### src/rtl/rev_squarer_pkg.sv
// Shared types and sizing helpers for the bit-serial reversible squarer.
package rev_squarer_pkg;

    typedef enum logic [1:0] {
        IDLE = 2'd0,
        RUN  = 2'd1,
        DONE = 2'd2
    } sq_state_t;

    // Row counter needs at least one bit even for tiny operands.
    function automatic int row_cnt_w(input int w);
        return (w < 2) ? 1 : $clog2(w);
    endfunction

    function automatic int bit_cnt_w(input int w);
        return $clog2(2 * w);
    endfunction

    // Accepting edge to done cycle, inclusive of the done cycle.
    function automatic int SQ_LATENCY(input int w);
        return 2 * w * w + 1;
    endfunction

endpackage

### src/rtl/rev_full_adder.sv
// One-bit reversible full adder built from two cascaded Peres gates.
module rev_full_adder (
    input  logic a_i,
    input  logic b_i,
    input  logic cin_i,
    output logic sum_o,
    output logic cout_o,
    output logic g1_o,
    output logic g2_o
);

    logic p1_q_out;
    logic p1_r_out;

    // First Peres gate with its third input tied to 0.
    assign p1_q_out = a_i ^ b_i;
    assign p1_r_out = a_i & b_i;

    assign sum_o  = p1_q_out ^ cin_i;
    assign cout_o = p1_r_out ^ (p1_q_out & cin_i);
    assign g1_o   = a_i;
    assign g2_o   = p1_q_out;

endmodule

### src/rtl/rev_squarer_seq.sv
// Bit-serial squarer: shift-and-add over W rows, one result bit per clock,
// time-multiplexing a single reversible full adder.
module rev_squarer_seq
    import rev_squarer_pkg::*;
#(
    parameter int W = 4
) (
    input  logic             clk,
    input  logic             rst_n,
    input  logic             start,
    input  logic [W-1:0]     a,
    output logic             ready,
    output logic             busy,
    output logic             done,
    output logic [2*W-1:0]   sq,
    output sq_state_t        dbg_state
);

    localparam int RW = row_cnt_w(W);
    localparam int BW = bit_cnt_w(W);
    localparam logic [RW-1:0] LAST_ROW = RW'(W - 1);
    localparam logic [BW-1:0] LAST_BIT = BW'(2 * W - 1);

    if (W < 2 || W > 16) begin : g_bad_width
        $error("rev_squarer_seq: W must be in 2..16");
    end

    sq_state_t         state_q, state_d;
    logic [W-1:0]      a_q, a_d;
    logic [2*W-1:0]    acc_q, acc_d;
    logic [RW-1:0]     row_q, row_d;
    logic [BW-1:0]     bitp_q, bitp_d;
    logic              carry_q, carry_d;

    logic              accept;
    logic              last_bit;
    logic [2*W-1:0]    pp;
    logic              fa_a, fa_b, fa_sum, fa_cout;
    logic              unused_g1, unused_g2;

    assign accept   = (state_q == IDLE) && start;
    assign last_bit = (bitp_q == LAST_BIT);

    always_ff @(posedge clk or negedge rst_n) begin
        if (!rst_n) begin
            state_q <= IDLE;
            a_q     <= '0;
            acc_q   <= '0;
            row_q   <= '0;
            bitp_q  <= '0;
            carry_q <= 1'b0;
        end else begin
            state_q <= state_d;
            a_q     <= a_d;
            acc_q   <= acc_d;
            row_q   <= row_d;
            bitp_q  <= bitp_d;
            carry_q <= carry_d;
        end
    end

    always_comb begin
        state_d = state_q;
        case (state_q)
            IDLE:    if (start) state_d = RUN;
            RUN:     if (last_bit && row_q == LAST_ROW) state_d = DONE;
            DONE:    state_d = IDLE;
            default: state_d = IDLE;
        endcase
    end

    always_comb begin
        ready = 1'b0;
        busy  = 1'b0;
        done  = 1'b0;
        case (state_q)
            IDLE:    ready = 1'b1;
            RUN:     busy  = 1'b1;
            DONE:    done  = 1'b1;
            default: ;
        endcase
    end

    // Partial-product row: the operand shifted into place for the current row.
    assign pp   = {{W{1'b0}}, a_q} << row_q;
    assign fa_a = acc_q[bitp_q];
    assign fa_b = a_q[row_q] & pp[bitp_q];

    rev_full_adder u_fa (
        .a_i    (fa_a),
        .b_i    (fa_b),
        .cin_i  (carry_q),
        .sum_o  (fa_sum),
        .cout_o (fa_cout),
        .g1_o   (unused_g1),
        .g2_o   (unused_g2)
    );

    always_comb begin
        a_d     = a_q;
        acc_d   = acc_q;
        row_d   = row_q;
        bitp_d  = bitp_q;
        carry_d = carry_q;
        if (accept) begin
            a_d     = a;
            acc_d   = '0;
            row_d   = '0;
            bitp_d  = '0;
            carry_d = 1'b0;
        end else if (state_q == RUN) begin
            acc_d[bitp_q] = fa_sum;
            if (last_bit) begin
                // Carry out of the top bit is always 0 for a square; drop it.
                bitp_d  = '0;
                row_d   = row_q + 1'b1;
                carry_d = 1'b0;
            end else begin
                bitp_d  = bitp_q + 1'b1;
                carry_d = fa_cout;
            end
        end
    end

    assign sq        = acc_q;
    assign dbg_state = state_q;

    a_row_wrap_carry_zero : assert property (
        @(posedge clk) disable iff (!rst_n)
        (state_q == RUN && last_bit) |-> !fa_cout
    );

    a_start_ignored_when_busy : assert property (
        @(posedge clk) disable iff (!rst_n)
        (start && state_q != IDLE) |=> $stable(a_q)
    );

endmodule

### config.mk
export PLATFORM = sky130hd
export DESIGN_NAME = rev_squarer_seq
export DESIGN_NICKNAME = d
export VERILOG_FILES = /design/src/rtl/rev_squarer_pkg.sv /design/src/rtl/rev_full_adder.sv /design/src/rtl/rev_squarer_seq.sv
export SDC_FILE = /design/constraint.sdc
export NUM_CORES = 1
export LEC_CHECK = 0
export CORE_ASPECT_RATIO = 1.4
export CORE_MARGIN = 5
export CORE_UTILIZATION = 50
export CTS_CLUSTER_DIAMETER = 30
export DETAILED_ROUTE_END_ITERATION = 10
export MAX_ROUTING_LAYER = met4
export PLACE_DENSITY = 0.76
export SETUP_SLACK_MARGIN = 0.02
export SYNTH_ARGS = -nofsm -noshare
export SYNTH_HDL_FRONTEND = slang
export SYNTH_HIERARCHICAL = 1
export SYNTH_SLANG_ARGS = --single-unit
### constraint.sdc
create_clock -name clk -period 4.4 [get_ports clk]
set_input_delay 0.88 -clock clk [delete_from_list [all_inputs] [get_ports clk]]
set_output_delay 0.88 -clock clk [all_outputs]
set_load 0.005 [all_outputs]
; Word level (Yosys, flattened, before mapping)
; Index checks and enable logic that the tools add are counted.
[totals]
regBits = 20
latchBits = 0
mem_bits_rw = 0
romBits = 0
in_bits = 7
n_memories = 0
[classes]
add_sub_neg = 2
n_mul = 0
div = 0
magnitude_cmp = 3
n_eq_ne = 6
n_shift = 1
mux = 26
n_bitwise = 6
n_reduce_logical = 8
[ops]
columns = cell, count
row1 = $mux W8, 2
row2 = $mux W1, 10
row3 = $mux W2, 5
row4 = $mux W3, 3
row5 = $bwmux W8, 1
row6 = $shl A4 B2 Y8, 1
row7 = $bmux W1 S3, 2
row8 = $eq A2 B2 Y1 const B, 2
row9 = $lt A3 B4 Y1 const B, 1
row10 = $ne A2 B2 Y1 const B, 2
row11 = $pmux W2 S2, 1
row12 = $reduce_and A2 Y1, 2
row13 = $reduce_bool A2 Y1, 2
row14 = $add A3 B1 Y3 const B, 1
row15 = $and A1 B1 Y1, 3
row16 = $demux W1 S3, 1
row17 = $eq A3 B3 Y1 const B, 1
row18 = $ge A3 B1 Y1 const B, 1
row19 = $logic_and A1 B1 Y1, 3
row20 = $lt A2 B3 Y1 const B, 1
row21 = $xor A1 B1 Y1, 3
row22 = $add A2 B1 Y2 const B, 1
row23 = $bmux W1 S2, 1
row24 = $eq A2 B1 Y1 const B, 1
row25 = $logic_not A2 Y1, 1

; Logic depth before layout (Yosys ltp)
[logic_depth]
depth_word = 10
mapped_depth = 9
depth_no_buf = 8

; Cells and area by module
; Netlist, hierarchy kept.
[modules_own_cells]
columns = mod, n_inst, cells_each, area_per_inst_um2, seq_area_each_um2
row1 = rev_squarer_seq, 1, 107, 1178.6, 500.5
row2 = rev_full_adder, 1, 3, 40.0, 0.0

; Worst setup path after synthesis
; OpenSTA, ideal clock, no wires.
[synth_timing]
path_kind = register to register
from = register bitp_q[1]
to = register acc_q[4], in the netlist sq[4]
arrival_ps = 2119
path_slack_ps = 2154
path_stages_with_launch = 10
period_less_slack_ps = 2246
cell_sequence = dfrtp_1 buf_2 mux2i_1 mux2i_1 a22oi_1 o21ai_0 fa_1 and2b_1 mux2i_1 o21ai_0
[synth_between]
elab_cells_between_ends = 15
[synth_rtl]
columns = element, line
row1 = start: declaration, rev_squarer_seq.sv:32  ; logic [BW-1:0] bitp_q, bitp_d;
row2 = start signal: assignment, rev_squarer_seq.sv:57  ; bitp_q <= bitp_d;
row3 = $bmux W1 S3, rev_squarer_seq.sv:86  ; assign fa_a = acc_q[bitp_q];
row4 = $mux W1 (not written as such), rev_squarer_seq.sv:86
row5 = via fa_a, rev_squarer_seq.sv:38  ; logic fa_a, fa_b, fa_sum, fa_cout;
row6 = $xor A1 B1 Y1, rev_full_adder.sv:16  ; assign p1_q_out = a_i ^ b_i;
row7 = $xor A1 B1 Y1, rev_full_adder.sv:19  ; assign sum_o = p1_q_out ^ cin_i;
row8 = via fa_sum, rev_squarer_seq.sv:38
row9 = $bwmux W8, rev_squarer_seq.sv:112  ; acc_d[bitp_q] = fa_sum;
row10 = $mux W8, rev_squarer_seq.sv:111  ; end else if (state_q == RUN) begin
row11 = $mux W8, rev_squarer_seq.sv:105  ; if (accept) begin
row12 = end signal: assignment, rev_squarer_seq.sv:48  ; acc_q <= '0;
row13 = end signal: assignment, rev_squarer_seq.sv:55  ; acc_q <= acc_d;
row14 = end: declaration, rev_squarer_seq.sv:30  ; logic [2*W-1:0] acc_q, acc_d;
; The timed path passes the listed nets, and every way through them passes these cells. The select of a mux whose other input is x is not followed.
; A chain may end at the register's enable or synchronous reset.

; Worst setup path in the final report
[layout_timing]
from = register state_q[0], in the netlist dbg_state[0]
to = output port busy
[layout_between]
elab_chain_len = 2
[layout_rtl]
columns = element, line
row1 = start: declaration, rev_squarer_seq.sv:28  ; sq_state_t state_q, state_d;
row2 = start signal: assignment, rev_squarer_seq.sv:53  ; state_q <= state_d;
row3 = $eq A2 B1 Y1, rev_squarer_seq.sv:76  ; case (state_q)
row4 = $mux W1, rev_squarer_seq.sv:76
row5 = end: declaration, rev_squarer_seq.sv:13  ; output logic busy,
; Every way passes these cells.

==> out/metrics.cfg <==
[setup_path]
r2r_setup_slack_ns=1.76
worst_setup_path_start_kind=flop
cp.required_ns=3.52
cp-end-kind=output port
rr_worst_depth=7
rr_endpoint=sq[4]
path_class=flop to output port
crit_arrival_ns=1.79
crit_fanout=12
r2r_start=bitp_q[2]

[sta]
finalCritPeriodShare_pct=60.7
setup_viol=0
slew_viol_final=0
worst_pin_slew_ns=0.894
rsz0062_at_grt=no
slew_headroom_pct=40.2
worst_slack_ns=1.73
finalClockSkew_ns=0.00586
tns_ns=0
fin_crit_ns=2.67
finalHoldViolCount=0
max_clock_freq_mhz=374

[route]
finalWirelength_mm=2.42
routedWlPerCell_um=16.5
drt_iter0_markers=41
vias=887
firstDrtPassIters=4
via_per_inst=6.03
ant_nets=0
drc_errors=0

[final_layout]
nFillCells=196
nets=136
syn2layout_area_growth_pct=18.3
drive_above_1_share_pct=12.1
num_antenna_cells=0

[floorplan]
start_util_pct=51.3
core-area_sq_um=2340
fp.dieH_um=67.9
ios=20
die_x_um=51.4
placementRows=21
die_area_sq_um=3490

[min_path]
hp-class=flop to flop
min_delay_path_depth=1
min_to=carry_q
min-delay-start=carry_q

[synthesis]
syn_area_sq_um=1200
synth_area_per_cell_sq_um=11.1
syn_inst=108
synth_nets=119
ys_warn_count=6

[power_and_ir_drop]
leakage_nw=0.641
comb_power_share_pct=48.7
powerDensity_nw_per_um2=771
p_sw_w=0.000430
swShare_pct=39.3
ir_drop_v=0.000371
power.internal_w=0.000663
pwr-share-seq_pct=37.1
pwr-share-clk_pct=14.2

[clock_tree]
cts_max_level=1
holdBufCountCts=0
cts_resized=0
clock-root-buffer=clkbuf_4
clkTransAtPathRegs_ns=0.12
clockBufferDepth=2
numCtsBuffers=3
insertion_delay_ns=0.32
cts.sinks=20
postCtsSetupBuffers=0
cts_tree=yes

[placement]
gp_congestion=0.873
io_buffers=19
hpwl_mm=1.67
pre_cts_slack_ns=1.79

[global_routing]
grt_pass1_vias=904
grt_overflow=0
antenna_found_initial=0
grt_usage_pct=16.9
grt_max_degree=21
grt_pass1_wl_mm=4.20

[outcome]
outcome=finished, final reports clean

[flow_run]
cap_violations=0

-- routing by layer --
layer	vias to the layer above	part of all wire [%]	global-route usage, %
met3	7	3.8	2.61
met4	0	2.9	9.18
li1	424	-	-
met2	21	51	27.9
met5	-	0	-
met1	435	43	19.6
-- registers in the layout, indices dropped and copies added (netlist names) --
register	flops
sq	8
row_q	2
dbg_state	2
a_q	4
carry_q	1
bitp_q	3
-- cells in the final DEF, fill, tap and decap left out, types with 2 or more instances in the layout --
cell and n:
inv_1 3, nand4_1 2, ha_1 3, nor2b_1 2, nand4b_1 2, a21oi_1 2, nor2_1 6, a22o_1 2
clkdlybuf4s50_1 19, clkbuf_4 3, mux2i_1 13, a32o_1 2, o21ai_0 6, nand2_1 9, nor3b_1 2, a31oi_1 2
mux2_2 6, dfrtp_1 20
-- worst max-delay path: stages (launching register included) --
cell	delay [ns]
dfrtp_1	0.54
nor2b_4	0.37
clkdlybuf4s50_1	0.56
-- power groups by stage --
| stage | combinational, W | clock (W) | sequential, W |
|---|---|---|---|
| after detailed placement | 0.000525 | 0 | 0.000409 |
| after floorplan | 0.000448 | 0 | 0.000336 |
| after global placement | 0.000512 | 0 | 0.000402 |
| final | 0.000532 | 0.000155 | 0.000406 |
| after CTS | 0.000534 | 0.000156 | 0.000405 |
| after global routing | 0.000600 | 0.000165 | 0.000427 |
-- area by class of cell --
| type | instances | area (sq um) | share of cell area (%) |
|---|---|---|---|
| Sequential cell | 20 | 500 | 35.3 |
| Clock buffer | 3 | 22.5 | 1.59 |
| Clock inverter | 1 | 30.0 | 2.12 |
| Timing Repair Buffer | 19 | 190 | 13.4 |
| Tap cell | 23 | 28.8 | 2.03 |
| Multi-Input combinational cell | 78 | 634 | 44.7 |
| Inverter | 3 | 11.3 | 0.794 |
-- through the flow --
stage          power, W  cell area [sq um]  std cells  hold slack (ns)  util, %
3_5_place_dp   0.000934               1370        143            0.504     58.4
4_1_cts         0.00109               1420        147            0.531     60.6
2_1_floorplan  0.000783               1200        108            0.486        -
5_1_grt         0.00119               1420        147            0.564     60.6
6_report        0.00109               1420        147            0.533     60.6
3_3_place_gp   0.000914               1370        143            0.500     58.4
-- worst max path at each step --
stage                  from  cells past startpoint    end
2_1_floorplan     bitp_q[1]                      9  sq[4]
3_3_place_gp      bitp_q[2]                      7  sq[0]
3_5_place_dp      bitp_q[2]                      7  sq[4]
4_1_cts        dbg_state[0]                      2   busy
5_1_grt           bitp_q[2]                      7  sq[4]
6_report       dbg_state[0]                      2   busy
(Power assumes the default switching activity.)
==> edit (config.mk and constraints unchanged) <==
Reset style: synchronous (`rst_n`), changed in one clocked block.
--- a/src/rtl/rev_squarer_seq.sv
+++ b/src/rtl/rev_squarer_seq.sv
@@ -43,3 +43,3 @@
 
-    always_ff @(posedge clk or negedge rst_n) begin
+    always_ff @(posedge clk) begin
         if (!rst_n) begin
Behaviour: differs if rst_n is asserted again (counterexample within 4 cycles, from zero or initial values and one cycle with rst_n low); with rst_n held inactive, the same outputs for 10 cycles.
==> edit against the original RTL <==
Wire length fell by 12%. Die area fell by 6.5%. Setup slack got worse by 46 ps. Synthesized cell count up 5.6%. First-iteration DRC count down 44%. Cell area is 7.7% lower. Worst hold slack worse by 1.0 ps. Sequential cell count stayed put. Via count is 2.3% lower. Synthesized area decreased by 7.8%.
Power is not compared: it rests on default switching activity, and its combinational part moved more than twofold at a synthesized area within 25%.
==> edit: results <==
metrics = {
    "outcome": {
        "status": "complete, no violations",
    },
    "global_routing": {
        "grt_util_met2_pct": 24.7,
        "grt.met1_usage_pct": 17.4,
        "grt_pass1_wl_um": 3860,
        "grt_use_total_pct": 15.1,
        "use_met3_pct": 2.72,
        "grt_max_degree": 17,
        "first_global_vias": 865,
    },
    "timing": {
        "slew-limit-headroom_pct": 64.3,
        "fin_skew_ps": 7.10,
    },
    "route": {
        "via_per_inst": 5.78,
        "dr.first_iter.drc_count": 23,
        "wl_per_cell_um": 14.2,
    },
    "final_layout": {
        "nNetsFinal": 140,
        "drive_gt1_share_pct": 5.47,
        "nFillCells": 183,
    },
    "place": {
        "io_buffers": 19,
        "gp_congestion": 0.844,
        "hpwl_um": 1620,
    },
    "yosys": {
        "syn_nets": 125,
    },
    "cts": {
        "cts-htree-levels": 1,
        "cts_root_buf": "clkbuf_4",
    },
    "worst_setup_path": {
        "crit_start": "dbg_state[0]",
        "reg2reg_from": "bitp_q[0]",
        "cp.arrival_ps": 1840,
    },
    "hold_path": {
        "hold_path_startpoint": "dbg_state[1]",
    },
}
==> edit: metrics by stage <==
stage	power, uW	worst slack [ps]	area (um^2)	instances	utilization, %
detailed placement	230	1810	1260	146	58.4
CTS	378	1680	1310	150	60.8
global placement	229	1940	1260	146	58.4
global route	394	1520	1310	150	60.8
finish	376	1680	1310	150	60.8
floorplan	220	2270	1100	114	-
==> edit: critical path, stage by stage (launching register included) <==
cell             delay (ps)
dfxtp_1                 450
nand2b_1                270
inv_1                   270
clkdlybuf4s50_1         540
==> edit: final timing paths <==
kind,end,slack [ps],cells after the start
min reg2reg,dbg_state[0],530,1
max reg2reg,sq[0],1810,5
max,busy,1680,3
min,dbg_state[0],530,1
==> edit: layout make-up <==
cell class                 count  area (um^2)  area share [%]
sequential                    20          400            30.6
clock inverter                 1         30.0            2.29
clock buffer                   3         22.5            1.72
tap                           22         27.5            2.10
inverter                       1         3.75           0.287
timing repair buffer          19          190            14.5
multi-input combinational     84          634            48.5
==> edit: power groups by stage <==
stage / registers (uW) / clock network (uW) / logic [uW]
5_1_grt: 192 / 163 / 38.1
4_1_cts: 191 / 152 / 34.8
2_1_floorplan: 192 / 0 / 27.9
3_3_place_gp: 195 / 0 / 33.9
6_report: 191 / 151 / 34.2
3_5_place_dp: 195 / 0 / 34.7
==> edit: metal layers <==
| metal | vias to the layer above | share of wire [%] | wire length [um] |
|---|---|---|---|
| li1 | 427 | - | - |
| met1 | 409 | 42 | 896 |
| met2 | 21 | 51 | 1090 |
| met3 | 10 | 3.5 | 74 |
| met4 | 0 | 3.6 | 77 |
| met5 | - | 0 | 0 |
